File: config.mk
export PLATFORM = sky130hd
export DESIGN_NAME = hc595_driver
export DESIGN_NICKNAME = d
export VERILOG_FILES = /design/src/rtl/hc595_pkg.sv /design/src/rtl/hc595_driver_tick_gen.sv /design/src/rtl/hc595_driver.sv
export SDC_FILE = /design/constraint.sdc
export NUM_CORES = 1
export LEC_CHECK = 0
export CORE_AREA = 2 2 61 77
export DETAILED_ROUTE_END_ITERATION = 7
export DIE_AREA = 0 0 63 79
export GPL_TIMING_DRIVEN = 1
export PLACE_DENSITY = 0.6
export SLEW_MARGIN = 20
export SYNTH_ARGS = -nofsm -noshare
export SYNTH_HDL_FRONTEND = slang
export SYNTH_SLANG_ARGS = --single-unit
File: constraint.sdc
create_clock -name Clk -period 3.1 [get_ports Clk]
set_clock_uncertainty 0.15 [all_clocks]
set_input_delay 0.62 -clock Clk [delete_from_list [all_inputs] [get_ports Clk]]
set_output_delay 0.62 -clock Clk [all_outputs]
set_load 0.02 [all_outputs]
File: src/rtl/hc595_pkg.sv
// Shared constants and state encoding for the 74HC595 chain driver.
package hc595_pkg;

  localparam int unsigned WORD_W      = 16;
  localparam int unsigned FRAME_EDGES = 34;
  localparam int unsigned LATCH_EDGE  = 32;
  localparam int unsigned EDGE_W      = 6;

  typedef enum logic [1:0] {
    IDLE,
    SHIFT,
    LATCH
  } state_e;

endpackage

File: src/rtl/hc595_driver_tick_gen.sv
// Free-running divider: one-Clk tick every CLK_DIV cycles, for slow-peripheral drivers.
module tick_gen #(
  parameter int unsigned CLK_DIV = 2
) (
  input  logic Clk,
  input  logic Reset_n,
  output logic tick
);

  localparam int unsigned CntW = (CLK_DIV > 1) ? $clog2(CLK_DIV) : 1;

  logic [CntW-1:0] div_q, div_d;

  assign tick = (div_q == CntW'(CLK_DIV - 1));

  always_comb begin
    div_d = div_q + CntW'(1);
    if (tick) div_d = '0;
  end

  always_ff @(posedge Clk or negedge Reset_n) begin
    if (!Reset_n) div_q <= '0;
    else          div_q <= div_d;
  end

endmodule

File: src/rtl/hc595_driver.sv
// Shifts {Seg, Sel} MSB first into a two-chip 74HC595 chain and latches it, frame after frame.
module hc595_driver
  import hc595_pkg::*;
#(
  parameter int unsigned CLK_DIV = 2
) (
  input  logic       Clk,
  input  logic       Reset_n,
  input  logic       En,
  input  logic [7:0] Seg,
  input  logic [7:0] Sel,
  output logic       DS,
  output logic       SH_CP,
  output logic       ST_CP,
  output logic       Frame_done,
  output logic       Busy
);

  logic tick;

  tick_gen #(
    .CLK_DIV(CLK_DIV)
  ) u_tick_gen (
    .Clk    (Clk),
    .Reset_n(Reset_n),
    .tick   (tick)
  );

  state_e              state_q, state_d;
  logic [EDGE_W-1:0]   edge_q, edge_d;
  logic [WORD_W-1:0]   word_q, word_d;
  logic                ds_q, ds_d;
  logic                sh_q, sh_d;
  logic                st_q, st_d;
  logic                done_q, done_d;
  logic [3:0]          bit_idx;

  always_comb begin
    state_d = state_q;
    edge_d  = edge_q;
    word_d  = word_q;
    ds_d    = ds_q;
    sh_d    = sh_q;
    st_d    = st_q;
    done_d  = 1'b0;
    bit_idx = 4'd0;
    if (tick) begin
      unique case (state_q)
        IDLE: begin
          if (En) begin
            state_d = SHIFT;
            edge_d  = '0;
            word_d  = {Seg, Sel};
            ds_d    = Seg[7];
            sh_d    = 1'b0;
            st_d    = 1'b0;
          end
        end
        SHIFT: begin
          edge_d = edge_q + EDGE_W'(1);
          if (edge_d == EDGE_W'(LATCH_EDGE)) begin
            state_d = LATCH;
            sh_d    = 1'b0;
            st_d    = 1'b1;
          end else if (edge_d[0]) begin
            sh_d = 1'b1;
          end else begin
            // Even edge 2i presents word bit 15-i.
            sh_d    = 1'b0;
            bit_idx = 4'(5'(WORD_W - 1) - edge_d[5:1]);
            ds_d    = word_q[bit_idx];
          end
        end
        LATCH: begin
          if (edge_q == EDGE_W'(LATCH_EDGE)) begin
            edge_d = EDGE_W'(FRAME_EDGES - 1);
            st_d   = 1'b0;
            done_d = 1'b1;
          end else if (En) begin
            // Back-to-back frame: this tick is already edge 0.
            state_d = SHIFT;
            edge_d  = '0;
            word_d  = {Seg, Sel};
            ds_d    = Seg[7];
            sh_d    = 1'b0;
            st_d    = 1'b0;
          end else begin
            state_d = IDLE;
            edge_d  = '0;
            ds_d    = 1'b0;
            sh_d    = 1'b0;
            st_d    = 1'b0;
          end
        end
        default: state_d = IDLE;
      endcase
    end
  end

  always_ff @(posedge Clk or negedge Reset_n) begin
    if (!Reset_n) begin
      state_q <= IDLE;
      edge_q  <= '0;
      word_q  <= '0;
      ds_q    <= 1'b0;
      sh_q    <= 1'b0;
      st_q    <= 1'b0;
      done_q  <= 1'b0;
    end else begin
      state_q <= state_d;
      edge_q  <= edge_d;
      word_q  <= word_d;
      ds_q    <= ds_d;
      sh_q    <= sh_d;
      st_q    <= st_d;
      done_q  <= done_d;
    end
  end

  assign DS         = ds_q;
  assign SH_CP      = sh_q;
  assign ST_CP      = st_q;
  assign Frame_done = done_q;
  assign Busy       = (state_q != IDLE);

endmodule

==> summary.txt <==
Critical path
  • Worst Setup Start Kind: flop
  • Crit-path max cell delay: between 0.4 and 0.5 ns
  • WP data required: about 3.1 ns
  • Crit path from: edge_q[0]
  • Worst path slowest cell: dfrtp_1
  • Worst-path fanout max: 9
  • Critical path class: flop to flop
  • Crit. End Element: flop
  • Crit-path cells: ha_1, xor2_2, mux2_2, a2111oi_0, a2111oi_1, o22a_1
  • FF-to-FF Start: edge_q[0]
  • Worst EP arrival: between 2 and 3 ns

Power
  • Sw Pwr: approximately 0.46 mW
  • Sequential share of power: a little over two fifths
  • Logic pwr share: roughly 37%
  • Internal: a little under 1 mW
  • Sw Share: 32.48%
  • VDD IR-drop max: about 0.35 mV
  • Clk pwr share: a little over a fifth
  • PD cells: 719.4 nW/µm²
  • Leak Pwr: about 0.83 nW

Timing
  • Maximum operating frequency: slightly below 400 MHz
  • Worst Max-Slew Pin Slew: approximately 0.87 ns
  • Final worst setup slack: around 0.56 ns
  • Crit share post-route: approximately four fifths
  • Final Hold Fails: 0
  • RSZ-0062 raised after global routing: no
  • Final setup violation count: 0
  • Hold_ws: 0.3486 ns
  • Setup TNS: 0 ns
  • Slew Viols, Final: 0
  • Minimum clock period after layout: approximately 2.5 ns
  • Rel. slew slack: a little over two fifths

Place
  • Dpl cell area: about 1900 µm²
  • Placed Instances: between 200 and 250
  • Number of port buffers: 23
  • Gpl congestion: 0.7818
  • Pre-CTS WS: between 0.5 and 0.6 ns
  • HPWL after DPL: approximately 2500 µm

Logic synthesis
  • Seq/Total Area, Yosys: approximately 45%
  • Post-synth design cell area: roughly 1600 µm²
  • Post-synthesis area per instance: 11.06 µm²
  • Syn nets: between 150 and 200
  • Synth cell types: 37
  • Yosys warns: 0
  • #FFs+latches synth: 29
  • Post-synth ARST share: 100.0%
  • Ys flop type: dfrtp_1
  • Number of enable flip-flop cells after synthesis: 0
  • Cells after synthesis: roughly 150

Clocking
  • Reg clk slew, reported paths: ~0.060 ns
  • Postcts setup bufs: 0
  • Total of cells resized after clock tree synthesis: 0
  • CTS Hold Bufs: 0
  • CTS H-tree depth: 2
  • CTS tree: done
  • Clock latency on the worst-skew pair: ~0.27 ns
  • Clk sinks: 29
  • Root Driver: clkbuf_8
  • Number of CTS-inserted buffers: 5
  • Maximum buffer depth of the clock tree: 2

GRT
  • Largest net degree at the start of global routing: 30
  • Total GRT Usage: 15.20%
  • Total gr overflow: 0
  • Number of global-route vias before repair: approximately 1200
  • Antenna violations before repair: 0
  • Global-route wire length before repair: between 5000 and 6000 µm

Floorplan
  • Full die area: 4977 µm²
  • Initial Utilization: between 30% and 40%
  • I/O pin count: 24
  • Core Box Area: 4290 µm²
  • Row count: 27
  • Die Width: roughly 63 µm
  • Die height: around 79 µm

Final layout
  • # nets final: between 150 and 200
  • Cell area after layout: around 2000 µm²
  • Layout cells sized above 1: a little under a fifth
  • Antenna cells: 0
  • P&R area growth vs syn: 22.09%
  • Post-Layout Cell Count: 230

Run
  • Maxcap violations: 0

Drt
  • Final ANT Viol Nets: 0
  • DRC: 0
  • Vias: 1179
  • DRT Pass-1 Iters: 4
  • Number of DRC markers in iteration 0: 18
  • Wirelength per Cell: between 10 and 15 µm
  • Post-Route WL: ~3300 µm
  • Avg Vias per Cell: roughly 5.1

Min path
  • Worst hold path class: flop to flop
  • Hold Startpoint: SH_CP

Run status
  • Status: complete, no violations
-- final cells by class --
| class | instances | area, µm² |
|---|---|---|
| multi-input combinational | 104 | 828.3 |
| clock buffer | 7 | 86.33 |
| fill | 411 | 2306 |
| tap | 58 | 72.57 |
| inverter | 7 | 26.28 |
| sequential | 29 | 725.7 |
| timing repair buffer | 25 | 245.2 |
-- layout by cell type (no fill, tap or decap), types with 2 or more instances in the layout --
cell type,Yosys,layout
nor2_1,7,7
mux4_1,2,2
ha_1,6,6
o31ai_1,5,5
o22a_1,2,2
nor2b_1,2,2
nand3_1,3,3
buf_4,2,2
nand2_1,16,16
o21ai_0,12,12
mux2i_1,3,3
mux2_2,18,18
a21oi_1,2,2
xor2_2,2,2
and2_1,3,3
dfrtp_1,29,29
clkdlybuf4s50_1,0,23
inv_1,7,7
a22oi_1,2,2
clkbuf_8,0,6
nand2b_1,4,4
-- Yosys cell counts (3+ instances only) --
cell type,instances,area share (%)
buf_2,3,0.92
ha_1,6,4.6
dfrtp_1,29,45
o31ai_1,5,2.3
nor2_1,7,1.6
o21ai_0,12,3.7
nand2b_1,4,1.5
nand2_1,16,3.7
inv_1,7,1.6
and2_1,3,1.2
mux2_2,18,12
mux2i_1,3,1.8
nand3_1,3,0.92
-- stage by stage --
| step | utilization, % | power [mW] |
|---|---|---|
| finish | 46.25 | 1.428 |
| global route | 46.25 | 1.533 |
| CTS | 46.25 | 1.451 |
| detailed placement | 44.24 | 1.136 |
| global placement | 44.24 | 1.111 |
| floorplan | - | 0.9587 |
-- state kept, by name (all words and copies together) (netlist names) --
signal           flops
ST_CP                1
state_q              2
u_tick_gen.tick      1
SH_CP                1
edge_q               6
Frame_done           1
word_q              16
DS                   1
-- worst paths after layout --
| path | to | slack, ns | depth (start not counted) |
|---|---|---|---|
| max in group asynchronous | DS | 1.95 | 2 |
| hold / removal | SH_CP | 0.35 | 2 |
| setup / recovery | DS | 0.56 | 6 |
| setup reg to reg | DS | 0.56 | 6 |
| hold reg to reg | SH_CP | 0.35 | 2 |
| min in group asynchronous | word_q[11] | 0.58 | 2 |
-- power groups by stage --
stage,combinational [mW],clock [mW],sequential [mW]
after floorplan,0.374,0,0.585
after global placement,0.511,0,0.600
after detailed placement,0.531,0,0.605
after CTS,0.532,0.319,0.600
after global routing,0.582,0.336,0.615
final,0.523,0.305,0.599
-- critical path, delay by kind of cell (launching register included) --
kind / cells / cell delay [ns]
XOR/XNOR: 1 / 0.31
multiplexers: 1 / 0.38
adder cells (fa/ha/maj): 1 / 0.41
flip-flops: 1 / 0.49
AO/OA/AOI/OAI: 3 / 0.70
-- cell families (layout without fill, tap and decap cells) --
kind of cell | count (synthesis) | in the layout | share of synthesized area (%)
adder cells (fa/ha/maj) | 6 | 6 | 4.619
multiplexers | 23 | 23 | 17.55
flip-flops | 29 | 29 | 44.65
buffers and inverters | 14 | 39 | 4.387
AO/OA/AOI/OAI | 31 | 31 | 13.09
XOR/XNOR | 3 | 3 | 2.540
AND/OR/NAND/NOR | 41 | 41 | 13.16
-- routing by layer --
metal  track usage, %  vias to the layer above  wire [µm]
li1                 -                      567          -
met1            16.76                      583       1371
met2            27.45                       24       1747
met3            3.824                        5        108
met4            6.667                        0         59
met5                0                        -          0
Note: power is estimated with default switching activity, not from simulation.
